### config.mk
export PLATFORM = sky130hd
export DESIGN_NAME = ram_datapath
export DESIGN_NICKNAME = d
export VERILOG_FILES = /design/src/rtl/ram_datapath.sv
export SDC_FILE = /design/constraint.sdc
export NUM_CORES = 1
export LEC_CHECK = 0
export CAP_MARGIN = 40
export CORE_ASPECT_RATIO = 0.6
export CORE_MARGIN = 2
export CORE_UTILIZATION = 50
export DETAILED_ROUTE_END_ITERATION = 8
export PLACE_DENSITY_LB_ADDON = 0.1
export SYNTH_ARGS = -nofsm -noshare
export SYNTH_HDL_FRONTEND = slang
export SYNTH_SLANG_ARGS = --single-unit
export TNS_END_PERCENT = 50
### constraint.sdc
create_clock -name clock -period 4.1 [get_ports clock]
set_input_delay 0.41 -clock clock [delete_from_list [all_inputs] [get_ports clock]]
set_output_delay 0.41 -clock clock [all_outputs]
set_load 0.02 [all_outputs]
### src/rtl/ram_datapath.sv
// Two small flop RAMs with auto-increment addresses. RAM B captures the
// running maximum of Hold and the current RAM A word.
module ram_datapath #(
  parameter int DATA_W = 8
) (
  input  logic              clock,
  input  logic              Reset,
  input  logic              WEA,
  input  logic              IncA,
  input  logic              WEB,
  input  logic              IncB,
  input  logic [DATA_W-1:0] DataIn,
  output logic [2:0]        AddrA,
  output logic [1:0]        AddrB,
  output logic [DATA_W-1:0] DOutA,
  output logic [DATA_W-1:0] DOutB,
  output logic              Done,
  output logic              Error
);

  logic [DATA_W-1:0] ram_a [8];
  logic [DATA_W-1:0] ram_b [4];
  logic [DATA_W-1:0] hold;
  logic [DATA_W-1:0] max_val;
  logic              wr_a;
  logic              wr_b;
  logic              conflict;
  logic              load_hold;

  // Simultaneous write strobes are a protocol violation: suppress both writes.
  assign conflict  = WEA & WEB;
  assign wr_a      = WEA & ~WEB;
  assign wr_b      = WEB & ~WEA;
  assign load_hold = IncA & ~WEA & ~WEB;

  assign DOutA   = ram_a[AddrA];
  assign DOutB   = ram_b[AddrB];
  assign max_val = (hold > DOutA) ? hold : DOutA;

  always_ff @(posedge clock or posedge Reset) begin
    if (Reset) begin
      for (int i = 0; i < 8; i++) ram_a[i] <= '0;
      for (int i = 0; i < 4; i++) ram_b[i] <= '0;
      AddrA <= '0;
      AddrB <= '0;
      hold  <= '0;
      Done  <= 1'b0;
      Error <= 1'b0;
    end else begin
      if (wr_a) ram_a[AddrA] <= DataIn;
      if (wr_b) ram_b[AddrB] <= max_val;
      if (IncA) AddrA <= AddrA + 3'd1;
      if (IncB) AddrB <= AddrB + 2'd1;
      if (load_hold) hold <= DOutA;
      if (wr_a) Done <= 1'b0;
      else if (wr_b && AddrB == 2'd3) Done <= 1'b1;
      if (conflict) Error <= 1'b1;
    end
  end

endmodule

==> results by group, run 1 <==
Clocking
  – CTS Buffer Depth: 2
  – Resized Gates After CTS: 0
  – Max H-tree Level: 3
  – CTS hold repair buffers: 0
  – TritonCTS clock tree: built
  – Post-CTS setup buffer count: 0
  – Clock sinks: 111
  – Clock Pin Slew Worst Setup and Hold Paths: 0.07 ns
  – Total CTS buffers: 9
  – Clk root buf: clkbuf_16
  – Clock Latency Late Sink: 0.34 ns

GRT
  – Largest net degree at the start of global routing: 65
  – First-pass GRT wire length: 18930 um
  – Vias in the first global route: 3503
  – GRT Residual Overflow: 0
  – Tot GR Track Use: 21.89%
  – Initial antenna violation count: 0

Detailed routing
  – 1st-iter DRT viols: 209
  – Vias: 3423
  – Post-Route WL: 11460 um
  – Routed Antenna Nets: 0
  – WL/cell: around 19 um
  – DR vias/cell: 5.812
  – DRC errors left: 0
  – DR pass1 iterations: 4

Critical path
  – Critical R2R Capture: ram_b[24]
  – WS Path Type: reg -> reg
  – Critical path endpoint category: flop
  – Critical path arrival: 3.55 ns
  – Critical-path top delay cell: nor2b_1
  – CP peak stage delay: 0.66 ns
  – CP Data Required Time: 4.30 ns
  – Worst reg2reg path depth: 8
  – CP startpoint kind: flop
  – Reg-to-reg slack, setup: 0.74 ns
  – Maximum fanout along the worst path: 8
  – Reg2reg start: AddrA[1]
  – Cells along the critical path: nor2b_1 > a221o_1 > ha_1 > a211oi_1 > nor2_1 > nand4bb_1 > a21oi_2 > o31ai_1

Synthesis
  – Main combinational cell family by area after synthesis: multiplexers
  – Mapped Nets: approximately 440
  – Synth Area in Compound Gates: 9.939%
  – EDFF count, synth: 0
  – Commonest cells in the synthesized netlist: dfrtp_1, mux2_2, nand2_1
  – Distinct cells, synth: 43
  – Syn_area_per_cell: 13.02 um2
  – Commonest register cell after synthesis: dfrtp_1
  – Synthesized flop and latch total: 111
  – Seq/Total Area, Yosys: 52.04%
  – Multiplexer share of the synthesized area: 23.72%
  – Top cell type by total area after synthesis: dfrtp_1
  – Largest cells by area after synthesis: dfrtp_1, mux2_2, o31ai_1
  – Synth Warn #: 0
  – Post-Synthesis Cells: 410
  – Adder-Cell Fraction of Synth Area: 3.047%
  – Synthesized area: 5338 um2
  – Post-Synth Simple-Gate Area: under 10%
  – Top cell type's share of synthesized area: 52.04%
  – Count leader, synth: dfrtp_1
  – XOR/XNOR share of the synthesized area: 0.4923%
  – Async set or reset register ratio after synthesis: 100.0%

STA
  – Max Slew Vio Count: 0
  – Worst hold margin: 0.4762 ns
  – Setup TNS: 0 ns
  – RSZ-0062 raised after global routing: no
  – Min cycle time layout: 3.356 ns
  – Worst-Margin Slew: 0.7687 ns
  – Fin crit share: 81.85%
  – Final Hold Fails: 0
  – Skew final: 0.01100 ns
  – Max transition margin: 48.65%
  – Peak Freq: 298.0 MHz
  – Final setup viols: 0

Placed design
  – Gpl congestion: 0.8225
  – Hpwl dp: 8118 um
  – I/O Buffers: 36

Floorplan
  – Die Area: 11540 um2
  – Chip Width: 137.4 um
  – IO Pins: 37
  – Area of the core: 10490 um2
  – Initial Util: 50.90%
  – Row cnt: 29
  – Die span in y: 84.03 um

Layout
  – Area growth, synth to finish: 14.49%
  – Layout Nets: between 400 and 500
  – # diodes: 0
  – Final Core Density: 58.27%
  – Share of layout cells above drive strength 1: 30.67%

Hold path
  – Hold path startpoint: Error
  – Worst Hold Depth: 1
  – Hold WC Path Type: reg -> reg
  – Hold Path End: Error

Outcome
  – Outcome: finished clean

Run
  – Max Cap Viol: 0
[worst max-delay path, delay by kind of cell, from the launching register on]
kind | cells | cell delay [ns]
AND/OR/NAND/NOR | 3 | 1.39
flip-flops | 1 | 0.44
adder cells (fa/ha/maj) | 1 | 0.27
AO/OA/AOI/OAI | 4 | 1.12
[cells by family (layout without fill, tap and decap cells)]
group,Yosys count,in the layout
xor gates and xnor gates,3,3
AOI/OAI and AO/OA,72,72
muxes,104,104
adders and majority gates,13,13
and+or+nand+nor,78,78
buffers and inverters,29,69
DFF,111,111
[state kept, by name, summed over array words and instances (netlist names)]
name   cells
AddrA      3
AddrB      2
Done       1
Error      1
hold       8
ram_a     64
ram_b     32
[routing by layer]
metal,GRT usage (%),vias up,routed length (um)
met5,0,-,0
met4,5.530,0,61
met3,4.493,5,469
met2,30.35,66,4913
met1,34.81,1769,6017
li1,-,1583,-
[cell type report]
cell class | instances | area [um2]
Inverter | 11 | 43.79
Clock inverter | 4 | 28.78
Sequential cell | 111 | 2778
Timing Repair Buffer | 42 | 430.4
Tap cell | 139 | 173.9
Multi-Input combinational cell | 270 | 2400
Clock buffer | 12 | 256.5
Fill cell | 861 | 4375
[metrics by stage]
stage          worst slack, ns  instances  instance area [um2]
6_report                0.7442        589                 6111
5_1_grt                 0.5249        589                 6111
4_1_cts                 0.7556        589                 6111
3_5_place_dp            0.7916        573                 5826
3_3_place_gp            0.8359        573                 5826
2_1_floorplan           0.7593        410                 5338
[worst max-delay path by stage]
stage / slack (ns) / endpoint / from
finish: 0.74 / ram_b[24] / AddrA[1]
global route: 0.52 / ram_b[24] / AddrA[1]
CTS: 0.76 / ram_b[0] / AddrA[1]
global placement: 0.84 / ram_b[16] / AddrA[1]
detailed placement: 0.79 / ram_b[24] / AddrA[1]
floorplan: 0.76 / AddrA[0] / Reset
[cells in the final DEF, fill, tap and decap left out, drive strengths merged, types with 12 or more instances in the layout]
| master | netlist | routed |
|---|---|---|
| inv | 11 | 12 |
| clkbuf | 6 | 12 |
| a21oi | 17 | 17 |
| mux2 | 80 | 80 |
| dfrtp | 111 | 111 |
| o31ai | 33 | 33 |
| clkdlybuf4s50 | 0 | 36 |
| mux2i | 14 | 14 |
| ha | 13 | 13 |
| nand2 | 43 | 43 |
Power of run 1 is left out: the tool's default activity adds up to more than one toggle a clock period on the data nets, which glitch-free logic cannot reach.
==> inputs of run 2 (changes only) <==
==> constraint.sdc (replaced) <==
create_clock -name clock -period 3.1 [get_ports clock]
set_input_delay 0.31 -clock clock [delete_from_list [all_inputs] [get_ports clock]]
set_output_delay 0.31 -clock clock [all_outputs]
set_load 0.02 [all_outputs]
==> run 2 against run 1 <==
Core utilization up 3.1 points. Register-to-register slack worse by 0.64 ns. Critical endpoint is now ram_b[7]. Design area up 5.2%. Clock skew down 0.0027 ns. First-iteration DRC count down 7.2%. Via count up 3.5%. Hold slack worse by 0.061 ns. Final cell count up 4.2%. Highest routed layer unchanged. Setup slack worse by 0.64 ns. Critical path depth up 2. Count of clock-buffer cells in the layout up 1.
==> results by group, run 2 (synthesis gave the netlist of run 1 again) <==
Outcome
  – Outcome: finished clean

Critical path
  – CP Data Required Time: 3.31 ns (-0.99 ns)
  – CP startpoint kind: flop
  – Maximum fanout along the worst path: 12 (+4)
  – Critical path endpoint category: flop
  – WS Path Type: reg -> reg
  – Critical path arrival: 3.21 ns (-0.34 ns)

Detailed routing
  – WL/cell: 19.45 um (about the same)
  – Vias: 3542 (+3.5%)
  – Post-Route WL: 11940 um (+4.2%)
  – 1st-iter DRT viols: 194 (-7.2%)
  – DR vias/cell: 5.769 (-0.74%)
  – DRC errors left: 0 (unchanged)
  – Routed Antenna Nets: 0 (unchanged)
  – DR pass1 iterations: 4 (unchanged)

Floorplan
  – Die Area: 11540 um2 (unchanged)
  – Die span in y: 84.03 um (unchanged)
  – Chip Width: 137.4 um (unchanged)
  – Initial Util: 50.90% (unchanged)
  – IO Pins: 37 (unchanged)
  – Area of the core: 10490 um2 (unchanged)
  – Row cnt: 29 (unchanged)

Clocking
  – TritonCTS clock tree: built
  – Clock Latency Late Sink: 0.35 ns (about the same)
  – Clock Pin Slew Worst Setup and Hold Paths: 0.07 ns (about the same)
  – CTS Buffer Depth: 2 (unchanged)
  – Total CTS buffers: 9 (unchanged)
  – Max H-tree Level: 3 (unchanged)
  – Clk root buf: clkbuf_16
  – Clock sinks: 111 (unchanged)
  – CTS hold repair buffers: 0 (unchanged)

GRT
  – First-pass GRT wire length: 19490 um (+2.9%)
  – GRT Residual Overflow: 0 (unchanged)
  – Largest net degree at the start of global routing: 47 (-28%)
  – Vias in the first global route: 3570 (+1.9%)
  – Initial antenna violation count: 0 (unchanged)
  – Tot GR Track Use: 22.34% (+0.44 points)

Placed design
  – I/O Buffers: 36 (unchanged)
  – Gpl congestion: 0.7890 (-4.1%)
  – Hpwl dp: 8379 um (+3.2%)
  – Dpl cells: 594 (+3.7%)

STA
  – RSZ-0062 raised after global routing: yes
  – Skew final: 0.008275 ns (-0.002724 ns)
  – Peak Freq: 333.3 MHz (+12%)
  – Setup TNS: 0 ns (unchanged)
  – Max transition margin: 53.05% (+4.4 points)
  – Worst-Margin Slew: 0.7027 ns (-0.06595 ns)
  – Fin crit share: 96.79% (+15 points)
  – Max Slew Vio Count: 0 (unchanged)
  – Final setup viols: 0 (unchanged)
  – Final Hold Fails: 0 (unchanged)
  – Min cycle time layout: 3.000 ns (-0.3554 ns)

Layout
  – Largest Register: ram_a
  – Fill count: 808 (-6.2%)
  – Register area: 2779 um2 (about the same)
  – # diodes: 0 (unchanged)
  – Layout Nets: 497 (+5.3%)
  – Largest register FFs: 64 (unchanged)
  – Share of layout cells above drive strength 1: 36.84% (+6.2 points)
  – Area growth, synth to finish: 20.49%
  – Multi-input logic area: 2457 um2 (+2.4%)
  – Final Non-Filler Cells: 614 (+4.2%)
  – Final Core Density: 61.33% (+3.1 points)
  – Most frequent cells in the layout: dfrtp_1, mux2_2, nand2_1, clkdlybuf4s50_1, o31ai_1
  – Top Registers: ram_a x64, ram_b x32, hold x8
  – Most common cell after layout, fill and taps aside: dfrtp_1

Run
  – Max Cap Viol: 0 (unchanged)

Hold path
  – Hold WC Path Type: in -> async
## run 2: cell types whose count changed in the layout (fill, tap and decap cells not counted), moves of 2 or more
| cell | change |
|---|---|
| o31ai_1 | -3 |
| o31ai_2 | +3 |
| clkbuf_8 | +2 |
| o21ai_0 | -2 |
| buf_4 | +23 |
## run 2: final cells by class
class                      count  area share [%]
sequential                   111           43.21
multi-input combinational    270           38.21
timing repair buffer          67           10.08
clock buffer                  13           4.358
tap                          139           2.704
clock inverter                 3          0.7393
inverter                      11          0.7004
## run 2: final timing paths
kind	start	end	slack, ns	cells after the start
max	AddrA[2]	ram_b[7]	0.1	10
max in group asynchronous	Reset	ram_a[44]	2.02	3
max reg2reg	AddrA[2]	ram_b[7]	0.1	10
min in group clock	Error	Error	0.47	1
min	Reset	AddrB[1]	0.41	2
min reg2reg	Error	Error	0.47	1
## run 2: metrics by stage
stage | hold slack [ns] | area [um2] | setup WS [ns]
after global placement | 0.4393 | 5997 | 0.06964
after CTS | 0.4284 | 6326 | 0.006489
after detailed placement | 0.4523 | 5997 | 0.03269
final | 0.4149 | 6431 | 0.09958
after global routing | 0.4578 | 6431 | 0.001326
after floorplan | 0.3971 | 5341 | 0.2486
## run 2: worst max-delay path: stages, from the launching register on
cell and delay (ns):
dfrtp_2 0.48, clkbuf_16 0.21, mux2_2 0.23, o22ai_1 0.07
a221o_1 0.31, ha_1 0.34, and4_1 0.22, buf_4 0.14
o31a_2 0.45, a21oi_2 0.28, o31ai_1 0.11
## run 2: timing repair
| action | in CTS | in global routing |
|---|---|---|
| resized for setup | 1 | 14 |
| setup endpoints to repair | 1 | 32 |
| cloned | 0 | 1 |
| buffers inserted | 0 | 3 |
| pin swaps | 0 | 1 |
## run 2: metal layers
layer	part of all wire (%)	vias up	wire [um]	GRT usage, %
met2	43	68	5103	30.57
met5	0	-	0	0
met4	0.75	0	89	5.342
met3	4.2	8	498	4.797
met1	52	1827	6250	35.87
li1	-	1639	-	-
Power of run 2 is left out for the same reason.
==> inputs of run 3 (changes only) <==
--- a/config.mk
+++ b/config.mk
@@ -5,8 +5,9 @@
 export SDC_FILE = /design/constraint.sdc
 export NUM_CORES = 1
 export LEC_CHECK = 0
+export ABC_AREA = 1
 export CAP_MARGIN = 40
-export CORE_ASPECT_RATIO = 0.6
+export CORE_ASPECT_RATIO = 1.4
 export CORE_MARGIN = 2
 export CORE_UTILIZATION = 50
 export DETAILED_ROUTE_END_ITERATION = 8
==> constraint.sdc (replaced) <==
create_clock -name clock -period 3.5 [get_ports clock]
set_input_delay 0.35 -clock clock [delete_from_list [all_inputs] [get_ports clock]]
set_output_delay 0.35 -clock clock [all_outputs]
set_load 0.02 [all_outputs]
==> run 3 against run 2 <==
Hold slack improved by 0.059 ns. Sequential share of layout area up 2.1 points. Sequential cell count stayed put. Synthesized cell count up 57%. Design area down 4.7%. Clock skew fell by 0.0012 ns. Wire length rose by 12%. Count of clock-buffer cells in the layout rose by 2. Area after synthesis is 0.56% higher. First-iteration DRC count increased by 25%. Critical path type unchanged. Critical endpoint is now ram_b[1].
==> results by group, run 3 <==
Synthesis
  – Main combinational cell family by area after synthesis: simple AND/OR/NAND/NOR gates
  – Top cell type by total area after synthesis: dfrtp_1
  – XOR/XNOR share of the synthesized area: 0.4895% (-0.0028 points)
  – Multiplexer share of the synthesized area: 0% (-24 points)
  – Seq/Total Area, Yosys: 51.75% (-0.29 points)
  – Count leader, synth: nand2_1
  – Commonest register cell after synthesis: dfrtp_1
  – Mapped Nets: 670 (+53%)
  – Top cell type's share of synthesized area: 51.75% (-0.29 points)
  – Synth Warn #: 0 (unchanged)
  – EDFF count, synth: 0 (unchanged)
  – Synth Area in Compound Gates: 14.52% (+4.6 points)
  – Async set or reset register ratio after synthesis: 100.0% (unchanged)
  – Distinct cells, synth: 30 (-30%)
  – Post-Synthesis Cells: 643 (+57%)
  – Adder-Cell Fraction of Synth Area: 3.030% (-0.017 points)
  – Synthesized area: 5368 um2 (+0.56%)
  – Syn_area_per_cell: 8.348 um2 (-36%)
  – Largest cells by area after synthesis: dfrtp_1, nand2_1, o21ai_0
  – Commonest cells in the synthesized netlist: nand2_1, dfrtp_1, o21ai_0
  – Post-Synth Simple-Gate Area: 23.54% (+16 points)
  – Synthesized flop and latch total: 111 (unchanged)

Outcome
  – Outcome: finished clean

Hold path
  – Worst Hold Depth: 2
  – Hold Path End: ram_b[17]
  – Hold WC Path Type: reg -> reg
  – Hold path startpoint: ram_b[17]

Power
  – Switching Fraction: 45.86%
  – Psw: 3148 uW
  – Peak VDD IR: 445.1 uV
  – Internal power: 3717 uW
  – Static Leak: 0.003002 uW
  – Power Density: 1120 nW/um2
  – Flop pwr share: 32.6%
  – Comb pwr share: 53.2%
  – Clock share of power: between 10% and 20%

Layout
  – Most common cell after layout, fill and taps aside: nand2_1
  – Layout Nets: 705 (+42%)
  – Top Registers: ram_a x64, ram_b x32, hold x8
  – Largest register FFs: 64 (unchanged)
  – Largest Register: ram_a
  – Share of layout cells above drive strength 1: 8.358% (-28 points)
  – # diodes: 0 (unchanged)
  – Most frequent cells in the layout: nand2_1, dfrtp_1, o21ai_0, inv_1, nand3_1
  – Final Core Density: 58.90% (-2.4 points)
  – Area growth, synth to finish: 14.17%

Critical path
  – CP startpoint kind: flop
  – Maximum fanout along the worst path: 9 (-3)
  – Worst reg2reg path depth: 13 (+3)
  – WS Path Type: reg -> reg
  – Critical R2R Capture: ram_b[1]
  – Reg2reg start: AddrA[1]
  – Critical path arrival: 3.24 ns (+0.03 ns)
  – Critical-path top delay cell: dfrtp_1
  – Critical path endpoint category: flop
  – Cells along the critical path: inv_2 > nor2_2 > o21ai_1 > o21ai_1 > nor2_2 > ha_1 > nand2_1 > nor2_1 > nand4_2 > nand2_2 > nand2_2 > nand3_1 > nand2_1
  – CP Data Required Time: 3.74 ns (+0.43 ns)
  – Reg-to-reg slack, setup: 0.50 ns (+0.40 ns)
  – CP peak stage delay: 0.64 ns (+0.16 ns)

STA
  – Setup TNS: 0 ns (unchanged)
  – Max Slew Vio Count: 0 (unchanged)
  – RSZ-0062 raised after global routing: no
  – Peak Freq: 332.9 MHz (-0.13%)
  – Max transition margin: 47.78% (-5.3 points)
  – Skew final: 0.007048 ns (-0.001227 ns)
  – Fin crit share: 85.84% (-11 points)
  – Worst-Margin Slew: 0.7834 ns (+0.08064 ns)
  – Final setup viols: 0 (unchanged)
  – Min cycle time layout: 3.004 ns (+0.003867 ns)
  – Final setup margin: 0.4957 ns (+0.3961 ns)
  – Worst hold margin: 0.4742 ns (+0.05933 ns)
  – Final Hold Fails: 0 (unchanged)

GRT
  – Tot GR Track Use: 25.39% (+3.0 points)
  – Initial antenna violation count: 0 (unchanged)
  – First-pass GRT wire length: 22890 um (+17%)
  – Largest net degree at the start of global routing: 65 (+38%)
  – GRT Residual Overflow: 0 (unchanged)
  – Vias in the first global route: 4438 (+24%)

Clocking
  – TritonCTS clock tree: built
  – Max H-tree Level: 3 (unchanged)
  – Clk root buf: clkbuf_16
  – Post-CTS setup buffer count: 0 (unchanged)
  – Clock Pin Slew Worst Setup and Hold Paths: 0.07 ns (about the same)
  – Resized Gates After CTS: 0 (-1)
  – CTS Buffer Depth: 2 (unchanged)
  – CTS hold repair buffers: 0 (unchanged)
  – Clock Latency Late Sink: 0.35 ns (about the same)
  – Total CTS buffers: 9 (unchanged)
  – Clock sinks: 111 (unchanged)

Run
  – Max Cap Viol: 0 (unchanged)

Detailed routing
  – Post-Route WL: 13430 um (+12%)
  – DR vias/cell: 5.299 (-8.1%)
  – Vias: 4345 (+23%)
  – Routed Antenna Nets: 0 (unchanged)
  – 1st-iter DRT viols: 242 (+25%)
  – DR pass1 iterations: 5 (+1)
  – DRC errors left: 0 (unchanged)
  – WL/cell: 16.38 um (-16%)

Placed design
  – Hpwl dp: 9642 um (+15%)
  – I/O Buffers: 36 (unchanged)
  – Placement Setup Slack: 0.4658 ns (+0.4332 ns)
  – Gpl congestion: 0.9072 (+15%)

Floorplan
  – Row cnt: 44 (+52%)
  – Die span in y: 126.6 um (+51%)
  – Chip Width: 91.57 um (-33%)
  – Die Area: 11590 um2 (+0.41%)
  – Area of the core: 10410 um2 (-0.78%)
  – IO Pins: 37 (unchanged)
  – Initial Util: 51.59% (+0.69 points)
==> run 3: cell families (layout without fill, tap and decap cells) <==
| logic type | Yosys count | in the layout |
|---|---|---|
| flops | 111 | 111 |
| fa+ha+maj | 13 | 13 |
| simple gates | 289 | 289 |
| xor+xnor | 3 | 3 |
| compound gates | 145 | 145 |
| buf+inv | 82 | 121 |
==> run 3: power groups by stage <==
stage	registers, uW	logic [uW]	clock network, uW
floorplan	2180	2530	0
global placement	2240	3570	0
detailed placement	2260	3660	0
CTS	2240	3670	984
global route	2310	4140	1040
finish	2240	3650	971
==> run 3: area by class of cell <==
type	count	area [um2]
clock buffer	15	277.8
fill	950	4277
inverter	62	235.2
multi-input combinational	450	2232
sequential	111	2778
tap	138	172.7
timing repair buffer	44	432.9
==> run 3: worst max-delay path: cells and delay by family, from the launching register on <==
family,cells,cell delay (ns)
flip-flops,1,0.64
buffers and inverters,1,0.08
AO/OA/AOI/OAI,2,0.29
adder cells (fa/ha/maj),1,0.31
AND/OR/NAND/NOR,9,1.56
==> run 3: stage by stage <==
stage | instances | area [um2] | total power (uW)
after global placement | 805 | 5851 | 5809
after detailed placement | 805 | 5851 | 5912
after global routing | 820 | 6128 | 7490
after CTS | 820 | 6128 | 6890
after floorplan | 643 | 5368 | 4712
final | 820 | 6128 | 6864
==> run 3: worst max path at each step <==
stage / start / to / slack (ns) / cells past startpoint
after floorplan: Reset / AddrA[0] / 0.22 / 1
after global placement: AddrA[1] / ram_b[17] / 0.52 / 16
after detailed placement: AddrA[1] / ram_b[1] / 0.47 / 13
after CTS: AddrA[1] / ram_b[1] / 0.46 / 13
after global routing: AddrA[1] / ram_b[14] / 0.14 / 13
final: AddrA[1] / ram_b[1] / 0.50 / 13
==> run 3: routing by layer <==
metal	global-route usage, %	wire, um	vias to the layer above
li1	-	-	2162
met1	29.36	5329	2071
met2	46.63	7300	88
met3	3.741	463	24
met4	10.34	338	0
met5	0	0	-
No activity file was read; power rests on OpenSTA's default activity.
